`src/rtl/xor_stream_descrambler_if.sv`:
```
// Stream bundle for xor_stream_descrambler: serial bit input, byte output, status flags.
// parity_err exists only when DESCRAMBLER_PARITY_EN is defined.
interface xor_stream_descrambler_if;
  // in_valid marks a bit with no backpressure. A byte is transferred on any rising
  // edge where out_valid and out_ready are both high. out_valid never drops without
  // such a transfer, and out_byte is stable while out_valid is high.
  logic       in_valid;
  logic       in_bit;
  logic       out_ready;
  logic       out_valid;
  logic [7:0] out_byte;
  logic       locked;
  logic       overflow;
  logic       dbg_state;
`ifdef DESCRAMBLER_PARITY_EN
  logic       parity_err;
`endif

  modport master (
    output in_valid, in_bit, out_ready,
    input  out_valid, out_byte, locked, overflow, dbg_state
`ifdef DESCRAMBLER_PARITY_EN
    , input parity_err
`endif
  );

  modport slave (
    input  in_valid, in_bit, out_ready,
    output out_valid, out_byte, locked, overflow, dbg_state
`ifdef DESCRAMBLER_PARITY_EN
    , output parity_err
`endif
  );
endinterface

```
`src/rtl/xor_stream_descrambler.sv`:
```
// Self-synchronising descrambler (x^LFSR_LEN + x^TAP + 1) with LSB-first byte assembly
// into a one-entry valid/ready output register. Optional feature: DESCRAMBLER_PARITY_EN.
module xor_stream_descrambler #(
  parameter int LFSR_LEN = 7,
  parameter int TAP      = 4
) (
  input logic                     clk,
  input logic                     reset,
  xor_stream_descrambler_if.slave io_bus
);
`ifdef DESCRAMBLER_PARITY_EN
  localparam int             BCW      = 4;
  localparam int             AW       = 8;
  localparam logic [BCW-1:0] LAST_BIT = 4'd8;
`else
  localparam int             BCW      = 3;
  localparam int             AW       = 7;
  localparam logic [BCW-1:0] LAST_BIT = 3'd7;
`endif
  localparam int SCW = $clog2(LFSR_LEN);

  typedef enum logic {SYNC = 1'b0, RUN = 1'b1} state_t;

  state_t            r_state;
  logic [LFSR_LEN-1:0] r_hist;
  logic [SCW-1:0]    r_sync_cnt;
  logic [BCW-1:0]    r_bit_cnt;
  logic [AW-1:0]     r_asm;
  logic              r_out_valid;
  logic [7:0]        r_out_byte;
  logic              r_locked;
  logic              r_overflow;

  logic              w_d;
  logic              w_last;
  logic              w_load;
  logic [7:0]        w_byte;

  // hist holds raw line bits, so the descrambler re-synchronises after any bit error
  assign w_d    = io_bus.in_bit ^ r_hist[LFSR_LEN-1] ^ r_hist[TAP-1];
  assign w_last = (r_state == RUN) && io_bus.in_valid && (r_bit_cnt == LAST_BIT);
  assign w_load = w_last && (!r_out_valid || io_bus.out_ready);

`ifdef DESCRAMBLER_PARITY_EN
  logic w_perr;
  logic r_parity_err;
  assign w_byte            = r_asm;
  assign w_perr            = (^r_asm) ^ w_d;
  assign io_bus.parity_err = r_parity_err;

  always_ff @(posedge clk) begin
    if (reset)       r_parity_err <= 1'b0;
    else if (w_load) r_parity_err <= w_perr;
  end
`else
  assign w_byte = {w_d, r_asm};
`endif

  always_ff @(posedge clk) begin
    if (reset) begin
      r_state     <= SYNC;
      r_hist      <= '0;
      r_sync_cnt  <= '0;
      r_bit_cnt   <= '0;
      r_asm       <= '0;
      r_out_valid <= 1'b0;
      r_out_byte  <= 8'h00;
      r_locked    <= 1'b0;
      r_overflow  <= 1'b0;
    end else begin
      if (r_out_valid && io_bus.out_ready) r_out_valid <= 1'b0;
      if (io_bus.in_valid) begin
        r_hist <= {r_hist[LFSR_LEN-2:0], io_bus.in_bit};
        case (r_state)
          SYNC: begin
            r_sync_cnt <= r_sync_cnt + SCW'(1);
            if (r_sync_cnt == SCW'(LFSR_LEN - 1)) begin
              r_state  <= RUN;
              r_locked <= 1'b1;
            end
          end
          RUN: begin
            if (w_last) begin
              r_bit_cnt <= '0;
              if (w_load) begin
                r_out_byte  <= w_byte;
                r_out_valid <= 1'b1;
              end else begin
                r_overflow <= 1'b1;
              end
            end else begin
              r_asm[r_bit_cnt[2:0]] <= w_d;
              r_bit_cnt             <= r_bit_cnt + BCW'(1);
            end
          end
          default: r_state <= SYNC;
        endcase
      end
    end
  end

  assign io_bus.out_valid = r_out_valid;
  assign io_bus.out_byte  = r_out_byte;
  assign io_bus.locked    = r_locked;
  assign io_bus.overflow  = r_overflow;
  assign io_bus.dbg_state = (r_state == RUN);
endmodule

```
`src/flat_wrapper.sv`:
```
// flat-port wrapper written by rule: the top's interface ports become plain ports
module xor_stream_descrambler_flat 
#(
  parameter int LFSR_LEN = 7,
  parameter int TAP      = 4
)
  (clk, reset, io_bus_in_valid, io_bus_in_bit, io_bus_out_ready, io_bus_out_valid, io_bus_out_byte, io_bus_locked, io_bus_overflow, io_bus_dbg_state);
  xor_stream_descrambler_if io_bus_i ();
  input logic clk;
  input logic reset;
  input wire logic [$bits(io_bus_i.in_valid)-1:0] io_bus_in_valid;
  input wire logic [$bits(io_bus_i.in_bit)-1:0] io_bus_in_bit;
  input wire logic [$bits(io_bus_i.out_ready)-1:0] io_bus_out_ready;
  output wire logic [$bits(io_bus_i.out_valid)-1:0] io_bus_out_valid;
  output wire logic [$bits(io_bus_i.out_byte)-1:0] io_bus_out_byte;
  output wire logic [$bits(io_bus_i.locked)-1:0] io_bus_locked;
  output wire logic [$bits(io_bus_i.overflow)-1:0] io_bus_overflow;
  output wire logic [$bits(io_bus_i.dbg_state)-1:0] io_bus_dbg_state;
  assign io_bus_i.in_valid = io_bus_in_valid;
  assign io_bus_i.in_bit = io_bus_in_bit;
  assign io_bus_i.out_ready = io_bus_out_ready;
  assign io_bus_out_valid = io_bus_i.out_valid;
  assign io_bus_out_byte = io_bus_i.out_byte;
  assign io_bus_locked = io_bus_i.locked;
  assign io_bus_overflow = io_bus_i.overflow;
  assign io_bus_dbg_state = io_bus_i.dbg_state;
  xor_stream_descrambler #(.LFSR_LEN(LFSR_LEN), .TAP(TAP)) u_core (.clk(clk), .reset(reset), .io_bus(io_bus_i));
endmodule
```
`config.mk`:
```
export PLATFORM = sky130hd
export DESIGN_NAME = xor_stream_descrambler_flat
export DESIGN_NICKNAME = d
export VERILOG_FILES = /design/src/rtl/xor_stream_descrambler_if.sv /design/src/rtl/xor_stream_descrambler.sv /design/src/flat_wrapper.sv
export SDC_FILE = /design/constraint.sdc
export NUM_CORES = 1
export LEC_CHECK = 0
export ABC_CLOCK_PERIOD_IN_PS = 3390
export BUFFER_PORTS_ARGS = -buffer_cell sky130_fd_sc_hd__buf_4
export CAP_MARGIN = 20
export CELL_PAD_IN_SITES_DETAIL_PLACEMENT = 2
export CELL_PAD_IN_SITES_GLOBAL_PLACEMENT = 2
export CORE_UTILIZATION = 37
export DETAILED_ROUTE_END_ITERATION = 7
export GPL_ROUTABILITY_DRIVEN = 0
export PLACE_DENSITY_LB_ADDON = 0.1
export SLEW_MARGIN = 10
export SYNTH_ARGS = -nofsm -noshare
export SYNTH_HDL_FRONTEND = slang
export SYNTH_SLANG_ARGS = --single-unit
```
`constraint.sdc`:
```
create_clock -name clk -period 3.39 [get_ports clk]
set_input_delay 0.5085 -clock clk [delete_from_list [all_inputs] [get_ports clk]]
set_output_delay 0.5085 -clock clk [all_outputs]
set_load 0.03 [all_outputs]
```
==> results of run 1 <==
## critical path, delay by kind of cell (launching register included)
| family | cells | cell delay (ns) |
|---|---|---|
| flip-flops | 1 | 0.50 |
| adder cells (fa/ha/maj) | 2 | 0.42 |
| AND/OR/NAND/NOR | 1 | 0.33 |
| AO/OA/AOI/OAI | 2 | 0.43 |
## placed cells by master (no fill, tap or decap), types with 2 or more instances in the layout
master	netlist	routed
inv_1	2	2
mux2i_1	14	14
ha_1	4	4
nor3b_1	2	2
nand4b_1	2	2
nor2b_1	2	2
buf_4	0	16
clkbuf_8	0	2
nand2_1	4	4
dfxtp_1	32	32
nand3b_1	3	3
nand2b_1	8	8
nand3_1	11	11
clkbuf_4	0	5
nor2_1	14	14
a21oi_1	13	13
o21ai_0	7	7
## logic make-up after synthesis
family / after synthesis / share of synthesized area
AO/OA/AOI/OAI: 24 / 0.1058
XOR/XNOR: 3 / 0.02971
adder cells (fa/ha/maj): 4 / 0.03714
buffers and inverters: 12 / 0.04178
flip-flops: 32 / 0.4754
multiplexers: 14 / 0.1040
AND/OR/NAND/NOR: 51 / 0.2061
## path summary, 6_finish.rpt
path	from	end	slack [ns]	cells after the start
max	u_core.r_bit_cnt[1]	u_core.io_bus.out_byte[7]	1.60	5
min	io_bus_in_bit	u_core.r_hist[0]	0.45	3
max reg2reg	u_core.r_bit_cnt[1]	u_core.io_bus.out_byte[7]	1.60	5
min reg2reg	u_core.io_bus.locked	u_core.io_bus.locked	0.48	2
## layer usage
| metal | up-vias | part of all wire | global-route usage |
|---|---|---|---|
| met5 | - | 0 | 0 |
| met4 | 0 | 0.0055 | 0.06105 |
| met3 | 2 | 0.033 | 0.04596 |
| met2 | 16 | 0.55 | 0.3338 |
| met1 | 501 | 0.41 | 0.2011 |
| li1 | 508 | - | - |
## flip-flops by register name, summed over array words and instances, names as in the netlist
register and cells:
u_core.r_bit_cnt 3, u_core.io_bus.overflow 1, u_core.r_sync_cnt 3, u_core.io_bus.dbg_state 1
u_core.r_asm 7, u_core.io_bus.out_valid 1, u_core.io_bus.out_byte 8, u_core.io_bus.locked 1
u_core.r_hist 7
## power by group
part | internal, W | leakage, nW | switching [W] | total (W)
clock | 0.000196 | 0.0515 | 0.000130 | 0.000325
combinational | 0.0000134 | 0.330 | 0.0000178 | 0.0000312
sequential | 0.000380 | 0.258 | 0.00000360 | 0.000384
## through the flow
stage,cells,worst slack [ns],power [W],utilization
3_3_place_gp,192,1.732,0.0004219,0.4322
4_1_cts,200,1.593,0.0007525,0.4601
6_report,200,1.597,0.0007403,0.4601
2_1_floorplan,140,1.917,0.0004157,-
5_1_grt,200,1.442,0.0007730,0.4601
3_5_place_dp,192,1.643,0.0004244,0.4322
## layout make-up
cell class / count / share of cell area
clock buffers: 7 / 0.04140
clock inverters: 1 / 0.01911
inverters: 2 / 0.004777
multi-input cells: 96 / 0.4140
flip-flops and latches: 32 / 0.4076
well taps: 46 / 0.03662
repair buffers: 16 / 0.07643
==> flow_metrics.tcl, run 1 <==
set metrics [dict create \
    first_pass_iters 3 \
    ant_nets 0 \
    htree_levels 2 \
    wl_per_cell_um 15.44 \
    ys_seq_area_frac 0.4754 \
    status "completed" \
    layout_min_cycle_time_ns 1.793 \
    grt_pass1_vias 1100 \
    fill_cells 367 \
    port_buffers 16 \
    cp_cell_sequence "ha_1, ha_1, nand3_1, o21ai_1, o31ai_4" \
    cts_max_path_buffers 2 \
    cts-root-buf "clkbuf_4" \
    synth_fp_nets 149 \
    cts_tree "built" \
    clkLatencyLatePin_ns 0.33 \
    initial_core_util 0.3945 \
    diodes 0 \
    ir_worst_vdd_mv 0.2333 \
    required_ns 3.59 \
    setup_viol 0 \
    syn2layout_area_growth_pct 16.62 \
    vias 1027 \
    synth_top_cell_area_share 0.4754 \
    synth-edff-count 0 \
    ctsHoldBuffers 0 \
    path_max_fanout 10 \
    wirelength_mm 3.087 \
    rsz0062_at_grt "false" \
    core_um2 3416 \
    hold_viol 0 \
    holdWs_ns 0.4497 \
    synth_common_cells "dfxtp_1 (32), mux2i_1 (14), nor2_1 (14), a21oi_1 (13), nand3_1 (11)" \
    finalMaxSlewViolations 0 \
    max_slew_margin 0.5241 \
    grt_max_degree 34 \
    hold_path_class "in2reg" \
    ys_types 29 \
    synth_area_um2 1348 \
    multi_input_area_um2 650.6 \
    end_kind "flop" \
    async_flop_share 0 \
    max_freq_mhz 557.9 \
    cts.clk_slew.worst_paths_ns 0.10 \
    grt_pass1_wl_mm 5.437 \
    cts_made_buffers 5 \
    yosysWarnings 0 \
    synth_cells 140 \
    worstSetupPathType "reg2reg" \
    synth_seq_cells 32 \
    critPathMaxStageDelay_ns 0.50 \
    synth-main-ff-cell "dfxtp_1" \
    synth_area_leaders "dfxtp_1 (48%), mux2i_1 (10%), a21oi_1 (4.8%)" \
    fp-row-count 21 \
    die_h_um 62.35 \
    period_share 0.5288 \
    cts_sinks 32 \
    overflow 0 \
    p_leak_nw 0.6402 \
    antenna_found_initial 0 \
    hpwl_mm 2.130 \
    track_usage 0.1814 \
    cts-resized-gates 0 \
    worst_slew_pin_slew_ns 0.7124 \
    cp_slowest_cell "dfxtp_1" \
    regArea_um2 640.6 \
    avgViaCountPerCell 5.135 \
    drive_above_1_share 0.1623 \
    io_pins 17 \
    maxCapViolations 0 \
    finalSetupTns_ns 0 \
    die_area_um2 3888 \
    yosys.area.top_type "dfxtp_1" \
    drtIter0Drc 35 \
    drc 0 \
    placed_area_um2 1476 \
    power_density_nw_per_um2 471.1 \
    die-width_um 62.35 \
    design_area_um2 1572 \
    synth.most_common_cell "dfxtp_1" \
    cp_common_cell "ha_1" \
    start_kind "flop" \
    fin_skew_ns 0.007460 \
    avgSynthCellArea_um2 9.625 \
    postCtsSetupBuffers 0 \
    layout.nets 162 \
    critical_path_arrival_ns 1.99 \
]
Power figures use the tool's default switching activity.
==> run 2: changes to the inputs <==
- ABC_CLOCK_PERIOD_IN_PS: 3390 -> 1850
- CORE_UTILIZATION: 37 -> 35
- clock period: 3.39 -> 1.85 ns (I/O delays scaled with it)
==> run 2 against run 1 <==
  * Worst hold slack worse by 0.18 ns
  * Maximum frequency up 6.4%
  * Die area up 5.5%
  * Sequential cell count unchanged
  * First-iteration DRC count up 5.7%
  * Global-route usage down 0.35 points
  * Sequential share of layout area down 0.89 points
  * Critical endpoint is now u_core.r_asm[3]
  * Largest power group unchanged
  * Highest routed layer unchanged
==> flow_metrics.tcl, run 2 (same netlist as run 1, synthesis figures left out) <==
set metrics [dict create \
    status "completed" \
    cts.clk_slew.worst_paths_ns 0.06 \
    vias 1028 \
    syn2layout_area_growth_pct 19.22 \
    cp_common_cell "ha_1" \
    worst-path-buf-inv 0 \
    grt_pass1_vias 1144 \
    crit_family "simple AND/OR/NAND/NOR gates" \
    wl_per_cell_um 15.02 \
    hpwl_mm 2.189 \
    crit_path_end "u_core.r_asm[3]" \
    fp-row-count 22 \
    hold_path_class "in2reg" \
    finalMaxSlewViolations 0 \
    avgViaCountPerCell 5.039 \
    cts_sinks 32 \
    cp_slowest_cell "dfxtp_1" \
    fin_util 0.4356 \
    htree_levels 2 \
    start_kind "flop" \
    core_um2 3689 \
    antenna_found_initial 0 \
    clkLatencyLatePin_ns 0.28 \
    crit_cells 5 \
    maxCapViolations 0 \
    layout_min_cycle_time_ns 1.684 \
    finalSetupTns_ns 0 \
    regArea_um2 640.6 \
    cts_made_buffers 5 \
    port_buffers 16 \
    placed_area_um2 1494 \
    initial_core_util 0.3653 \
    critPathMaxStageDelay_ns 0.39 \
    cts_tree "built" \
    drive_above_1_share 0.1731 \
    wirelength_mm 3.064 \
    worstSetupPathType "reg2reg" \
    cts-root-buf "clkbuf_8" \
    r2r-end "u_core.r_asm[3]" \
    max_freq_mhz 593.7 \
    cp_cell_sequence "ha_1, ha_1, nand4b_1, nor3b_1, mux2i_1" \
    multi_input_area_um2 655.6 \
    setup_viol 0 \
    end_kind "flop" \
    overflow 0 \
    fin_cells 204 \
    dp_cells 196 \
    die_h_um 64.05 \
    cp-startpoint "u_core.r_bit_cnt[1]" \
    max_slew_margin 0.7510 \
    final_cell_mix "dfxtp_1 (32), buf_4 (18), nor2_1 (14), mux2i_1 (14), a21oi_1 (13)" \
    rsz0062_at_grt "false" \
    fin_skew_ns 0.006116 \
    required_ns 2.05 \
    finalPower_w 0.001413 \
    cts_max_path_buffers 2 \
    period_share 0.9104 \
    path_max_fanout 9 \
    hold_viol 0 \
    track_usage 0.1779 \
    layout_commonest_cell "dfxtp_1" \
    drtIter0Drc 37 \
    grt_max_degree 19 \
    power_density_nw_per_um2 879.8 \
    worst_slew_pin_slew_ns 0.3730 \
    worst-r2r-cell-count 5 \
    layout.nets 164 \
    diodes 0 \
    design_area_um2 1607 \
    die-width_um 64.05 \
    grt_pass1_wl_mm 5.354 \
    first_pass_iters 4 \
    fill_cells 429 \
    largest_reg_flops 8 \
    ctsHoldBuffers 0 \
    critical_path_arrival_ns 1.89 \
    drc 0 \
    r2r_slack_ns 0.17 \
    die_area_um2 4102 \
    p_leak_nw 0.6542 \
    io_pins 17 \
    regToRegStartpoint "u_core.r_bit_cnt[1]" \
    ir_worst_vdd_mv 0.3526 \
    ant_nets 0 \
]
run 2: worst register-to-register path, stage by stage (launching register included):
cell and delay [ns]:
dfxtp_1 0.39, ha_1 0.22, ha_1 0.23, nand4b_1 0.26, nor3b_1 0.28, mux2i_1 0.23
run 2: how the worst min path moves through the flow:
| stage | startpoint | slack, ns | end | cells after the start |
|---|---|---|---|---|
| after CTS | io_bus_in_bit | 0.27 | u_core.r_hist[0] | 3 |
| after detailed placement | u_core.r_asm[4] | 0.47 | u_core.r_asm[4] | 2 |
| after global routing | io_bus_in_bit | 0.29 | u_core.r_hist[0] | 3 |
| final | io_bus_in_bit | 0.27 | u_core.r_hist[0] | 3 |
| after global placement | u_core.io_bus.overflow | 0.46 | u_core.io_bus.overflow | 2 |
| after floorplan | io_bus_in_bit | 0.42 | u_core.r_hist[0] | 2 |
run 2: per-stage QoR:
| step | setup slack, ns | hold WS (ns) |
|---|---|---|
| floorplan | 0.3774 | 0.4247 |
| global placement | 0.2020 | 0.4576 |
| detailed placement | 0.08982 | 0.4698 |
| CTS | 0.07677 | 0.2655 |
| global route | 0.04801 | 0.2946 |
| finish | 0.1657 | 0.2680 |
run 2: layer usage:
metal	track usage	vias up	part of all wire	wire length (µm)
li1	-	508	-	-
met4	0.1108	0	0.017	51
met5	0	-	0	0
met3	0.03750	4	0.029	88
met1	0.1998	500	0.44	1350
met2	0.3045	16	0.51	1574
run 2: cell type report:
class	instances	share of cell area
Tap cell	48	0.03738
Multi-Input combinational cell	96	0.4081
Inverter	2	0.004673
Sequential cell	32	0.3988
Timing Repair Buffer	18	0.08411
Clock inverter	2	0.02181
Clock buffer	6	0.04517
run 2: repair_timing:
action / 4_1_cts / 5_1_grt
gates resized for setup: 0 / 1
setup endpoints to repair: 0 / 8
setup buffers: 0 / 0
run 2: report_power, final:
part,switching [W],internal [W]
Combinational,0.0000341,0.0000261
Sequential,0.00000667,0.000697
Clock,0.000250,0.000399
==> run 3: changes to the inputs <==
- ABC_CLOCK_PERIOD_IN_PS: 1850 -> 2100
- CORE_UTILIZATION: 35 -> 37
- clock period: 1.85 -> 2.1 ns (I/O delays scaled with it)
==> run 3 against run 2 <==
  * Total power is 20% lower
  * First-iteration DRC count shrank 30%
  * Count of clock-buffer cells in the layout did not move
  * Critical path type unchanged
  * Largest cell class unchanged
  * Highest routed layer unchanged
==> flow_metrics.tcl, run 3 (same netlist as run 1, synthesis figures left out) <==
set metrics [dict create \
    drtIter0Drc 26 \
    maxCapViolations 0 \
    fin_skew_ns 0.008807 \
    layout.nets 162 \
    diodes 0 \
    track_usage 0.1775 \
    io_pins 17 \
    fin_util 0.4546 \
    p_int_w 0.0008846 \
    p_sw_w 0.0002494 \
    cts_max_path_buffers 2 \
    grt_pass1_wl_mm 5.368 \
    finalMaxSlewViolations 0 \
    hold_viol 0 \
    die-width_um 62.35 \
    clkLatencyLatePin_ns 0.34 \
    layout_min_cycle_time_ns 1.811 \
    final_cell_mix "dfxtp_1 (32), buf_4 (16), nor2_1 (14), mux2i_1 (14), a21oi_1 (13)" \
    cts_sinks 32 \
    avgViaCountPerCell 5.240 \
    rsz0062_at_grt "false" \
    power_density_nw_per_um2 730.3 \
    period_share 0.8623 \
    cts_tree "built" \
    wl_per_cell_um 14.75 \
    worst_slew_pin_slew_ns 0.7296 \
    dp_cells 192 \
    grt_pass1_vias 1132 \
    ir_worst_vdd_mv 0.3247 \
    ant_nets 0 \
    cts-resized-gates 0 \
    setup_viol 0 \
    wirelength_mm 2.950 \
    cts_made_buffers 5 \
    initial_core_util 0.3945 \
    postCtsSetupBuffers 0 \
    finalSetupTns_ns 0 \
    port_buffers 16 \
    overflow 0 \
    grt_max_degree 34 \
    critical_path_arrival_ns 2.03 \
    drive_above_1_share 0.1558 \
    power_frac_comb 0.044 \
    die_h_um 62.35 \
    holdWs_ns 0.2419 \
    end_kind "flop" \
    antenna_found_initial 0 \
    max_slew_margin 0.5126 \
    p_seq_frac 0.546 \
    status "completed" \
    ctsHoldBuffers 0 \
    first_pass_iters 3 \
    hpwl_mm 2.106 \
    max_freq_mhz 552.3 \
    swShare 0.2200 \
    layout_commonest_cell "dfxtp_1" \
    vias 1048 \
    htree_levels 2 \
    cts.clk_slew.worst_paths_ns 0.10 \
    cts-root-buf "clkbuf_4" \
    required_ns 2.32 \
    clockPowerShare 0.409 \
    largest_reg_flops 8 \
    core_um2 3416 \
    fp-row-count 21 \
    syn2layout_area_growth_pct 15.23 \
    hold_path_class "in2reg" \
    path_max_fanout 10 \
    drc 0 \
    fin_cells 200 \
    worstSetupPathType "reg2reg" \
    start_kind "flop" \
    p_leak_nw 0.6309 \
    fill_cells 374 \
    die_area_um2 3888 \
]
-- run 3: cell types whose count changed in the layout (fill, tap and decap cells not counted), sizes merged --
cell	change
buf	-2
-- run 3: layout make-up --
cell class / instances / area (µm²) / area share
clock buffer: 6 / 41.29 / 0.02659
sequential: 32 / 640.6 / 0.4126
inverter: 2 / 7.507 / 0.004835
timing repair buffer: 16 / 120.1 / 0.07736
multi-input combinational: 96 / 650.6 / 0.4190
tap: 46 / 57.56 / 0.03707
clock inverter: 2 / 35.03 / 0.02256
-- run 3: power groups by stage --
stage	logic [W]	clock network [W]	registers, W
3_5_place_dp	0.0000512	0	0.000634
5_1_grt	0.0000586	0.000498	0.000621
6_report	0.0000504	0.000464	0.000619
4_1_cts	0.0000517	0.000472	0.000620
3_3_place_gp	0.0000485	0	0.000633
2_1_floorplan	0.0000390	0	0.000632
-- run 3: worst paths after layout --
check | depth (start not counted) | from | end | slack (ns)
hold / removal | 3 | io_bus_in_bit | u_core.r_hist[0] | 0.24
setup / recovery | 5 | u_core.r_bit_cnt[1] | u_core.io_bus.out_byte[3] | 0.29
hold reg to reg | 2 | u_core.r_asm[6] | u_core.io_bus.out_byte[6] | 0.47
setup reg to reg | 5 | u_core.r_bit_cnt[1] | u_core.io_bus.out_byte[3] | 0.29
-- run 3: critical path: stages (launching register included) --
cell and delay [ns]:
dfxtp_1 0.49, ha_1 0.21, ha_1 0.21, nand3_1 0.33
o21ai_0 0.35, a21oi_1 0.11
-- run 3: layer usage --
metal / vias to the layer above / track usage / part of all wire
met2: 14 / 0.3214 / 0.52
met4: 0 / 0.08721 / 0.019
met3: 7 / 0.03493 / 0.025
met1: 517 / 0.1966 / 0.43
li1: 510 / - / -
met5: - / 0 / 0
-- run 3: through the flow --
stage / total power [W] / area (µm²) / worst slack (ns)
floorplan: 0.0006711 / 1348 / 0.6274
global placement: 0.0006811 / 1476 / 0.4114
detailed placement: 0.0006848 / 1476 / 0.2950
CTS: 0.001144 / 1553 / 0.2509
global route: 0.001178 / 1553 / 0.1227
finish: 0.001134 / 1553 / 0.2892
